<file path="src/rtl/fp_normalizer_pipe_pkg.sv">
// Shared definitions for the post-add normalizer.
//   - FP32 / FP16 mantissa and exponent widths
//   - result classification enum used inside the pipeline
// The per-beat result struct depends on MANT_W/EXP_W. A package cannot take
// parameters, so that struct is declared inside fp_normalizer_pipe and built
// from norm_flag_e.
package fp_norm_pkg;

  localparam int FP32_MANT_W = 24;
  localparam int FP32_EXP_W  = 8;
  localparam int FP16_MANT_W = 11;
  localparam int FP16_EXP_W  = 5;

  // One classification per beat, so the flags can never overlap.
  // When several conditions hold, the priority is ovf > zero > denorm.
  typedef enum logic [1:0] {
    NORM   = 2'd0,
    ZERO   = 2'd1,
    DENORM = 2'd2,
    OVF    = 2'd3
  } norm_flag_e;

endpackage

</file>
<file path="src/rtl/fp_normalizer_pipe_if.sv">
// Handshake bundle between the adder, the normalizer and the rounder.
//   in_valid/in_ready    : upstream handshake
//   in_mant              : raw mantissa (MSB is the adder carry-out)
//   in_exp, in_sticky    : exponent before normalization, and the alignment sticky bit
//   out_valid/out_ready  : downstream handshake
//   out_mant/out_exp/out_shift/out_sticky : normalized result
//   out_zero/out_denorm/out_ovf           : status flags, mutually exclusive
// The master modport is the environment, which drives the input and consumes the output.
// The slave modport is the normalizer.
interface fp_normalizer_pipe_if #(
  parameter int MANT_W = 24,
  parameter int EXP_W  = 8
);
  localparam int SHIFT_W = $clog2(MANT_W + 1);

  logic               in_valid;
  logic               in_ready;
  logic [MANT_W:0]    in_mant;
  logic [EXP_W-1:0]   in_exp;
  logic               in_sticky;

  logic               out_valid;
  logic               out_ready;
  logic [MANT_W-1:0]  out_mant;
  logic [EXP_W-1:0]   out_exp;
  logic [SHIFT_W-1:0] out_shift;
  logic               out_sticky;
  logic               out_zero;
  logic               out_denorm;
  logic               out_ovf;

  modport master (
    output in_valid, in_mant, in_exp, in_sticky, out_ready,
    input  in_ready, out_valid, out_mant, out_exp, out_shift,
           out_sticky, out_zero, out_denorm, out_ovf
  );

  modport slave (
    input  in_valid, in_mant, in_exp, in_sticky, out_ready,
    output in_ready, out_valid, out_mant, out_exp, out_shift,
           out_sticky, out_zero, out_denorm, out_ovf
  );

endinterface

</file>
<file path="src/rtl/fp_normalizer_pipe_lzc.sv">
// Priority leading-zero counter.
//   data  : WIDTH-bit input vector
//   count : number of zeros above the most significant set bit. It is WIDTH
//           when data is all zeros.
module lzc_count #(
  parameter int WIDTH = 24,
  localparam int OUT_W = $clog2(WIDTH + 1)
) (
  input  logic [WIDTH-1:0] data,
  output logic [OUT_W-1:0] count
);

  // Scan upward so that the highest set bit is the last one to assign.
  always_comb begin
    count = OUT_W'(WIDTH);
    for (int i = 0; i < WIDTH; i++) begin
      if (data[i]) count = OUT_W'(WIDTH - 1 - i);
    end
  end

endmodule

</file>
<file path="src/rtl/fp_normalizer_pipe.sv">
// Two-stage post-add normalizer with valid/ready on both sides.
//   clk, reset : clock, and a synchronous active-high reset
//   bus        : fp_normalizer_pipe_if.slave (input beat, output beat, flags)
// Stage 1 registers the beat together with its leading-zero count and its
// carry and zero indications.
// Stage 2 selects carry / zero / normal / subnormal handling, shifts the
// mantissa and registers the result.
module fp_normalizer_pipe
  import fp_norm_pkg::*;
#(
  parameter int MANT_W = FP32_MANT_W,
  parameter int EXP_W  = FP32_EXP_W
) (
  input  logic                 clk,
  input  logic                 reset,
  fp_normalizer_pipe_if.slave  bus
);

  localparam int SHIFT_W = $clog2(MANT_W + 1);
  // Exponent arithmetic carries one extra bit so that +1 on all-ones cannot wrap.
  localparam int XW = EXP_W + 1;
  localparam int CW = (XW > SHIFT_W) ? XW : SHIFT_W;
  localparam logic [XW-1:0] EXP_MAX = XW'((1 << EXP_W) - 1);

  typedef struct packed {
    logic [MANT_W-1:0]  mant;
    logic [EXP_W-1:0]   exp;
    logic [SHIFT_W-1:0] shift;
    logic               sticky;
    norm_flag_e         flag;
  } result_t;

  logic [SHIFT_W-1:0] in_lzc;
  logic               s1_adv;
  logic               in_fire;

  logic               s1_valid;
  logic [MANT_W:0]    s1_mant;
  logic [EXP_W-1:0]   s1_exp;
  logic               s1_sticky;
  logic [SHIFT_W-1:0] s1_lzc;
  logic               s1_carry;
  logic               s1_zero;

  logic               s2_valid;
  result_t            s2_res;

  logic [XW-1:0]      exp_x;
  logic [XW-1:0]      exp_inc;
  logic [CW-1:0]      lzc_c;
  logic [CW-1:0]      expm1_c;
  logic [CW-1:0]      exp_adj_c;
  logic [SHIFT_W-1:0] sub_shift;
  logic [MANT_W-1:0]  frac_norm;
  logic [MANT_W-1:0]  frac_sub;
  result_t            res;

  lzc_count #(.WIDTH(MANT_W)) u_lzc (
    .data  (bus.in_mant[MANT_W-1:0]),
    .count (in_lzc)
  );

  // Handshake. Stage 1 may move forward whenever stage 2 is empty or is being drained.
  assign s1_adv       = !s2_valid || bus.out_ready;
  assign bus.in_ready = !s1_valid || s1_adv;
  assign in_fire      = bus.in_valid && bus.in_ready;

  always_ff @(posedge clk) begin
    if (reset) begin
      s1_valid  <= 1'b0;
      s1_mant   <= '0;
      s1_exp    <= '0;
      s1_sticky <= 1'b0;
      s1_lzc    <= '0;
      s1_carry  <= 1'b0;
      s1_zero   <= 1'b0;
    end else begin
      if (bus.in_ready) s1_valid <= bus.in_valid;
      if (in_fire) begin
        s1_mant   <= bus.in_mant;
        s1_exp    <= bus.in_exp;
        s1_sticky <= bus.in_sticky;
        s1_lzc    <= in_lzc;
        s1_carry  <= bus.in_mant[MANT_W];
        s1_zero   <= (bus.in_mant == '0);
      end
    end
  end

  // Stage 2 datapath
  always_comb begin
    exp_x     = {1'b0, s1_exp};
    exp_inc   = exp_x + XW'(1);
    lzc_c     = CW'(s1_lzc);
    expm1_c   = CW'(exp_x) - CW'(1);
    exp_adj_c = CW'(exp_x) - lzc_c;
    // The subnormal path only uses this when the exponent minus one is below
    // lzc. Then it is at most MANT_W, and the truncation to SHIFT_W loses nothing.
    sub_shift = (s1_exp == '0) ? '0 : SHIFT_W'(expm1_c);
    frac_norm = s1_mant[MANT_W-1:0] << s1_lzc;
    frac_sub  = s1_mant[MANT_W-1:0] << sub_shift;

    res        = '0;
    res.sticky = s1_sticky;
    res.flag   = NORM;

    if (s1_carry) begin
      res.sticky = s1_sticky | s1_mant[0];
      if (exp_inc >= EXP_MAX) begin
        res.flag = OVF;
        res.exp  = '1;
        res.mant = '0;
      end else begin
        res.mant = s1_mant[MANT_W:1];
        res.exp  = exp_inc[EXP_W-1:0];
      end
    end else if (s1_zero) begin
      res.flag = ZERO;
    end else if ((s1_exp != '0) && (lzc_c <= expm1_c)) begin
      res.mant  = frac_norm;
      res.exp   = exp_adj_c[EXP_W-1:0];
      res.shift = s1_lzc;
    end else begin
      // Subnormal: shift only as far as the exponent allows, then clamp it to 0.
      // A zero exponent with the MSB already set still ends up normal.
      res.mant  = frac_sub;
      res.exp   = '0;
      res.shift = sub_shift;
      res.flag  = frac_sub[MANT_W-1] ? NORM : DENORM;
    end
  end

  always_ff @(posedge clk) begin
    if (reset) begin
      s2_valid <= 1'b0;
      s2_res   <= '0;
    end else if (s1_adv) begin
      s2_valid <= s1_valid;
      if (s1_valid) s2_res <= res;
    end
  end

  assign bus.out_valid  = s2_valid;
  assign bus.out_mant   = s2_res.mant;
  assign bus.out_exp    = s2_res.exp;
  assign bus.out_shift  = s2_res.shift;
  assign bus.out_sticky = s2_res.sticky;
  assign bus.out_zero   = (s2_res.flag == ZERO);
  assign bus.out_denorm = (s2_res.flag == DENORM);
  assign bus.out_ovf    = (s2_res.flag == OVF);

endmodule
</file>
<file path="src/flat_wrapper.sv">
// flat-port wrapper written by rule: the top's interface ports become plain ports
module fp_normalizer_pipe_flat import fp_norm_pkg::*;
#(
  parameter int MANT_W = FP32_MANT_W,
  parameter int EXP_W  = FP32_EXP_W
)
  (clk, reset, bus_in_valid, bus_in_mant, bus_in_exp, bus_in_sticky, bus_out_ready, bus_in_ready, bus_out_valid, bus_out_mant, bus_out_exp, bus_out_shift, bus_out_sticky, bus_out_zero, bus_out_denorm, bus_out_ovf);
  fp_normalizer_pipe_if #(.MANT_W(MANT_W), .EXP_W(EXP_W)) bus_i ();
  input  logic clk;
  input  logic reset;
  input wire logic [$bits(bus_i.in_valid)-1:0] bus_in_valid;
  input wire logic [$bits(bus_i.in_mant)-1:0] bus_in_mant;
  input wire logic [$bits(bus_i.in_exp)-1:0] bus_in_exp;
  input wire logic [$bits(bus_i.in_sticky)-1:0] bus_in_sticky;
  input wire logic [$bits(bus_i.out_ready)-1:0] bus_out_ready;
  output wire logic [$bits(bus_i.in_ready)-1:0] bus_in_ready;
  output wire logic [$bits(bus_i.out_valid)-1:0] bus_out_valid;
  output wire logic [$bits(bus_i.out_mant)-1:0] bus_out_mant;
  output wire logic [$bits(bus_i.out_exp)-1:0] bus_out_exp;
  output wire logic [$bits(bus_i.out_shift)-1:0] bus_out_shift;
  output wire logic [$bits(bus_i.out_sticky)-1:0] bus_out_sticky;
  output wire logic [$bits(bus_i.out_zero)-1:0] bus_out_zero;
  output wire logic [$bits(bus_i.out_denorm)-1:0] bus_out_denorm;
  output wire logic [$bits(bus_i.out_ovf)-1:0] bus_out_ovf;
  assign bus_i.in_valid = bus_in_valid;
  assign bus_i.in_mant = bus_in_mant;
  assign bus_i.in_exp = bus_in_exp;
  assign bus_i.in_sticky = bus_in_sticky;
  assign bus_i.out_ready = bus_out_ready;
  assign bus_in_ready = bus_i.in_ready;
  assign bus_out_valid = bus_i.out_valid;
  assign bus_out_mant = bus_i.out_mant;
  assign bus_out_exp = bus_i.out_exp;
  assign bus_out_shift = bus_i.out_shift;
  assign bus_out_sticky = bus_i.out_sticky;
  assign bus_out_zero = bus_i.out_zero;
  assign bus_out_denorm = bus_i.out_denorm;
  assign bus_out_ovf = bus_i.out_ovf;
  fp_normalizer_pipe #(.MANT_W(MANT_W), .EXP_W(EXP_W)) u_core (.clk(clk), .reset(reset), .bus(bus_i));
endmodule
</file>
<file path="config.mk">
export PLATFORM = sky130hd
export DESIGN_NAME = fp_normalizer_pipe_flat
export DESIGN_NICKNAME = d
export VERILOG_FILES = /design/src/rtl/fp_normalizer_pipe_pkg.sv /design/src/rtl/fp_normalizer_pipe_if.sv /design/src/rtl/fp_normalizer_pipe_lzc.sv /design/src/rtl/fp_normalizer_pipe.sv /design/src/flat_wrapper.sv
export SDC_FILE = /design/constraint.sdc
export NUM_CORES = 1
export LEC_CHECK = 0
export ABC_AREA = 1
export BUFFER_PORTS_ARGS = -buffer_cell sky130_fd_sc_hd__buf_2
export CELL_PAD_IN_SITES_DETAIL_PLACEMENT = 1
export CELL_PAD_IN_SITES_GLOBAL_PLACEMENT = 2
export CORE_MARGIN = 3
export CORE_UTILIZATION = 35
export CTS_BUF_LIST = sky130_fd_sc_hd__clkbuf_8
export CTS_CLUSTER_SIZE = 20
export DETAILED_ROUTE_END_ITERATION = 10
export PLACE_DENSITY_LB_ADDON = 0.1
export SETUP_SLACK_MARGIN = 0.4
export SYNTH_ARGS = -nofsm -noshare
export SYNTH_HDL_FRONTEND = slang
export SYNTH_SLANG_ARGS = --single-unit
</file>
<file path="constraint.sdc">
create_clock -name clk -period 6.81 [get_ports clk]
set_input_delay 1.0215 -clock clk [delete_from_list [all_inputs] [get_ports clk]]
set_output_delay 1.0215 -clock clk [all_outputs]
set_load 0.01 [all_outputs]
</file>
After elaboration in Yosys (flattened, before gate mapping)
Cells that the tools add are included.
{ "totals": {"output_inout_bits": 43, "register_bits": 83, "input_bits": 38, "word_cells": 70} }
{ "classes": {"addsub": 3, "mux": 36, "shift": 2, "n_eq_ne": 3, "n_bitwise": 1, "n_reduce_logical": 10, "order_cmp": 2} }
{ "ops": {"columns": ["operator", "count"], "rows": [
  ["two-way mux 5 bit", 25],
  ["two-way mux 37 bit", 2],
  ["two-way mux 32 bit", 2],
  ["left shift 24 x 5 -> 24 bit", 2],
  ["zero test 25 bit", 1],
  ["two-way mux 2 bit", 5],
  ["adder 8 x 1 -> 9 bit, second input constant", 1],
  [">= comparator 9 x 8 -> 1 bit, second input constant", 1],
  ["less-or-equal comparator 5 x 9 -> 1 bit", 1],
  ["subtractor 8 x 1 -> 9 bit, second input constant", 1],
  ["zero test 8 bit", 1],
  ["nonzero test 8 bit", 1],
  ["subtractor 8 x 5 -> 8 bit", 1],
  ["equality test 2 bit, second input constant", 2],
  ["two-way mux 4 bit", 1],
  ["equality test 2 x 1 -> 1 bit, second input constant", 1],
  ["logical AND 1 bit", 2],
  ["zero test 1 bit", 2],
  ["logical OR 1 bit", 2],
  ["AND reduction 2 bit", 1],
  ["two-way mux 1 bit", 1],
  ["OR 1 bit", 1]
]} }

Depth between registers and ports, before layout
{ "depth": {"ltp_word": 24, "ltp_mapped": 25, "ltp_nobuf": 25} }

Hierarchy
From an unflattened synthesis, not the netlist that was laid out.
{ "unflattened": {"cells_unflattened": 1202, "area_unflattened_um2": 7312.0} }
{ "by_module_without_submodules": {"columns": ["module", "area_each_um2", "seq_area_each_um2", "cells_each", "instances"], "rows": [
  ["fp_normalizer_pipe", 6998.0, 1641.6, 1128, 1],
  ["lzc_count", 314.1, 0.0, 74, 1]
]} }

Worst setup path before layout
Ideal clock, no wire load.
{ "synth_timing": {"kind": "register -> register", "from": "reg u_core.s1_exp[1]", "to": "reg u_core.s2_res (netlist bit u_core.bus.out_mant[13])", "synth_period_minus_slack_ns": 2.693, "stages_incl_launch_ff": 19, "t_required_ns": 6.740, "arrival_time_ns": 2.622, "setup_time_ns": 0.070, "setup_slack_ns": 4.117, "n_path_buf": 1, "path_cell_list": "dfxtp_1 -> inv_1 -> ha_1 -> nand3_2 -> inv_1 -> nor2_1 -> nor2_1 -> ha_1 -> nand2_1 -> o31ai_1 -> a221oi_2 -> a21oi_4 -> inv_4 -> nor2_8 -> inv_2 -> buf_6 -> o22ai_2 -> nand2_1 -> a21oi_1"} }
{ "synth_between": {"elab_chain_cells": 6, "elab_cells_between_ends": 13, "classes_between": "add/sub: 2; order compare: 2; shift: 1; mux: 5; reduce/logical: 3"} }
{ "synth_rtl": {"columns": ["item", "line_no", "source"], "rows": [
  ["start, declared", "fp_normalizer_pipe.sv:39", "logic [EXP_W-1:0] s1_exp;"],
  ["start signal, assigned", "fp_normalizer_pipe.sv:81", "s1_exp <= bus.in_exp;"],
  ["subtractor 8 x 1 -> 9 bit or zero test 8 bit (tied branches)", "fp_normalizer_pipe.sv:95, fp_normalizer_pipe.sv:99", null],
  ["less-or-equal comparator 5 x 9 -> 1 bit or two-way mux 5 bit (tied branches)", "fp_normalizer_pipe.sv:119, fp_normalizer_pipe.sv:99", null],
  ["logical AND 1 bit or left shift 24 x 5 -> 24 bit (tied branches)", "fp_normalizer_pipe.sv:119, fp_normalizer_pipe.sv:101", null],
  ["two-way mux 37 bit", "fp_normalizer_pipe.sv:119", "end else if ((s1_exp != '0) && (lzc_c <= expm1_c)) begin"],
  ["two-way mux 37 bit", "fp_normalizer_pipe.sv:117", "end else if (s1_zero) begin"],
  ["two-way mux 32 bit *", "fp_normalizer_pipe.sv:107", "if (s1_carry) begin"],
  ["end signal, assigned", "fp_normalizer_pipe.sv:139", "if (s1_valid) s2_res <= res;"],
  ["end, declared", "fp_normalizer_pipe.sv:46", "result_t s2_res;"]
]} }
Every way passes the cells marked *; elsewhere a longest branch is shown, timed or not.
A chain may end at the register's enable or synchronous reset.

Worst setup path after layout
{ "layout_timing": {"from": "reg u_core.s1_lzc[2]", "to": "reg u_core.s2_res (netlist bit u_core.bus.out_exp[7])"} }
{ "layout_between": {"elab_chain_cells": 5, "elab_cells_between_ends": 6, "classes_between": "add/sub: 1; order compare: 1; mux: 3; reduce/logical: 1"} }
{ "layout_rtl": {"columns": ["item", "line_no", "source"], "rows": [
  ["start, declared", "fp_normalizer_pipe.sv:41", "logic [SHIFT_W-1:0] s1_lzc;"],
  ["start signal, assigned", "fp_normalizer_pipe.sv:83", "s1_lzc <= in_lzc;"],
  ["less-or-equal comparator 5 x 9 -> 1 bit", "fp_normalizer_pipe.sv:119", null],
  ["logical AND 1 bit", "fp_normalizer_pipe.sv:119", null],
  ["two-way mux 37 bit *", "fp_normalizer_pipe.sv:119", null],
  ["two-way mux 37 bit *", "fp_normalizer_pipe.sv:117", null],
  ["two-way mux 32 bit *", "fp_normalizer_pipe.sv:107", null]
]} }
Marked as above.

==> metrics.txt <==
status=finished, final reports clean; GRT Util Overall=approximately 25%; library cells used by synthesis=51; clk sink count=82; # rows=49; largest area contributor in the netlist=dfxtp_1; commonest cells in the netlist=nand2_1, o21ai_0, inv_1; CTS buffer count=9; Multi-input gate area=around 4000 um2; overall routed net length=25300 um; DRC=0; antenna fix cells=0; Critical Path Stages=14; starting density of the core=36.2%; worst slew pin tran=~1100 ps; crit end category=register; setup TNS=0 ps; setup slack after layout=slightly below 3000 ps; share of cells above drive strength 1=13.3%; critical path's slowest cell=dfxtp_1; Ys Warns=0; reg2reg setup slack=2960 ps; Setup Viol. Count Final=0; final hold vios=0; top cell type's share of synthesized area=around a quarter; routed vias/inst=5.39; worst-path fanout max=26; # fillers=2466; nets=1107; die area=roughly 20000 um2; CTS tree=built; DR pass1 iterations=4; synthesized flop and latch total=82; PD cells=212 nW/um2; CP Class=register to register; Seq/Total Area, Yosys=between 20% and 30%; first-pass GRT wire length=between 30000 and 40000 um; ys flop type=dfxtp_1; Resize count post-CTS=0; max-slew violation count=0; Crit path required time=7140 ps; hold depth=2; Post-Syn Area=6590 um2; grt total ovfl=0; Critical Path Source Type=register; fmax=0.260 GHz; Hold WC Path Type=register to register; Slew HR=27.7%; wire length per cell=between 15 and 20 um; port bufs=80; # hold bufs at CTS=0; antenna violations before repair=0; Antenna Nets Post-Route=0; Root Driver=clkbuf_8; crit path time final=3850 ps; max cap viols=0; H-Tree Depth=3; HPWL Detailed=around 20000 um; final worst clock skew=17.5 ps; RSZ-0062 raised after global routing=false; count leader, synth=nand2_1; die width=approximately 140 um; Cells after Synth=about 1100; largest net degree at the start of global routing=70; Syn Area/Cell=6.22 um2; vias in the first global route=~6600; WP data arrival=4180 ps; Clock Tree Buf Depth=2; Core ar.=18200 um2; WP buf/inv=2; Final period util=56.5%; setup slack at placement=3040 ps; crit-path leading delay family=flip-flops; post-synthesis net count=roughly 1100; Die Height=143 um; Layout area overhead=5.81%; Synth async-reset ratio=0%; I/O pin count=81; number of synthesized flops with an enable pin=0; clock transition at the registers of the reported paths=100 ps; GPL Wtd Cong=0.888; routed vias=6950; FF+latch area=1640 um2; leak pwr=3.01 nW; setup bufs post-CTS=0; Reg2Reg Depth=14; initial drt markers=581; ranking of synthesized cells by area=dfxtp_1, nand2_1, o21ai_0, a21oi_1, inv_1; clock latency reported for the late side of the worst-skew pair=approximately 400 ps; Max VDD drop=0.0876 mV; CP Cell Sequence=clkinv_1, ha_1, nand2_1, nor2_1, a211oi_1, nor2_1, o21ai_0, nand2_1, nor3_1, xor2_1, inv_1, o21ai_1, o211ai_1, a21oi_1; Max stage delay on crit path=850 ps
[placed cells by master, fill, tap and decap left out, types with 2 or more instances in the layout]
cell type | netlist | routed
o21ai_0 | 161 | 161
buf_2 | 10 | 80
o31ai_1 | 3 | 3
buf_4 | 41 | 8
nand2_4 | 2 | 2
nor2_8 | 2 | 2
inv_6 | 0 | 2
inv_1 | 93 | 93
inv_4 | 3 | 3
or2_2 | 4 | 4
a21oi_1 | 85 | 85
o22ai_2 | 3 | 3
o21a_1 | 2 | 2
dfxtp_1 | 82 | 82
nor2_2 | 5 | 5
a211oi_1 | 2 | 2
clkbuf_8 | 0 | 10
clkinvlp_4 | 0 | 2
nor2_1 | 54 | 54
inv_2 | 6 | 6
nand2_2 | 1 | 2
a31oi_1 | 19 | 19
nand2_1 | 263 | 262
nor4_1 | 6 | 6
ha_1 | 13 | 13
o21ai_2 | 2 | 2
o211ai_1 | 24 | 24
nor3_1 | 9 | 9
mux2i_1 | 9 | 9
o22ai_1 | 10 | 10
o21ai_1 | 30 | 30
a22oi_1 | 9 | 9
nand3_1 | 22 | 22
nand3_2 | 2 | 2
nor2_4 | 2 | 2
clkinv_1 | 2 | 2
xor2_1 | 11 | 11
[metrics by stage]
stage          instances  power, W  cell area, um2  utilization [%]  hold WS (ps)
2_1_floorplan       1059  0.000935            6590                -           446
3_3_place_gp        1273   0.00109            6760             37.1           452
3_5_place_dp        1273   0.00109            6760             37.1           455
4_1_cts             1289   0.00148            6970             38.3           469
5_1_grt             1289   0.00157            6970             38.3           487
6_report            1289   0.00148            6970             38.3           468
[power by group]
part | internal, W | leakage, nW | switching (W)
clock | 0.000183 | 0.0995 | 0.000206
sequential | 0.000510 | 0.675 | 0.0000398
combinational | 0.000162 | 2.23 | 0.000375
total | 0.000854 | 3.01 | 0.000621
[metal layers]
metal  GRT usage (%)  wire (um)
met1            38.8      13400
met2            36.3      10400
met3            3.08       1170
met4            6.15        374
met5               0          0
[flip-flops by register name, indices dropped and copies added, names as in the netlist]
name / flops
u_core.bus.out_mant: 24
u_core.s1_mant: 24
u_core.bus.out_exp: 8
u_core.s1_exp: 8
u_core.bus.out_shift: 5
u_core.s1_lzc: 5
u_core.s2_res: 2
u_core.bus.out_sticky: 1
u_core.bus.out_valid: 1
u_core.s1_carry: 1
u_core.s1_sticky: 1
u_core.s1_valid: 1
u_core.s1_zero: 1
[worst min-delay path, stage by stage (launching register included)]
cell     delay, ps
dfxtp_1        320
nand2_1         60
a21oi_1         60
[worst paths after layout]
| check | startpoint | endpoint |
|---|---|---|
| worst max-delay path | u_core.s1_lzc[2] | u_core.bus.out_exp[7] |
| worst min-delay path | u_core.bus.out_shift[1] | u_core.bus.out_shift[1] |
| worst max register to register | u_core.s1_lzc[2] | u_core.bus.out_exp[7] |
| worst min register to register | u_core.bus.out_shift[1] | u_core.bus.out_shift[1] |
[cell families (layout without fill, tap and decap cells)]
logic type,count (synthesis),count (layout),share of synthesized area [%]
AOI/OAI and AO/OA,360,360,30.7
xor gates and xnor gates,12,12,1.60
adders and majority gates,14,14,2.77
buffers and inverters,207,208,14.8
DFF,82,82,24.9
muxes,9,9,1.37
and+or+nand+nor,375,375,23.8
[layout make-up]
type                    count  area share (%)
multi-input cells         770            57.0
repair buffers             88            6.61
flip-flops and latches     82            23.6
clock inverters             6            1.02
well taps                 229            4.11
clock buffers              10            1.98
inverters                 104            5.71
Power figures use the tool's default switching activity.
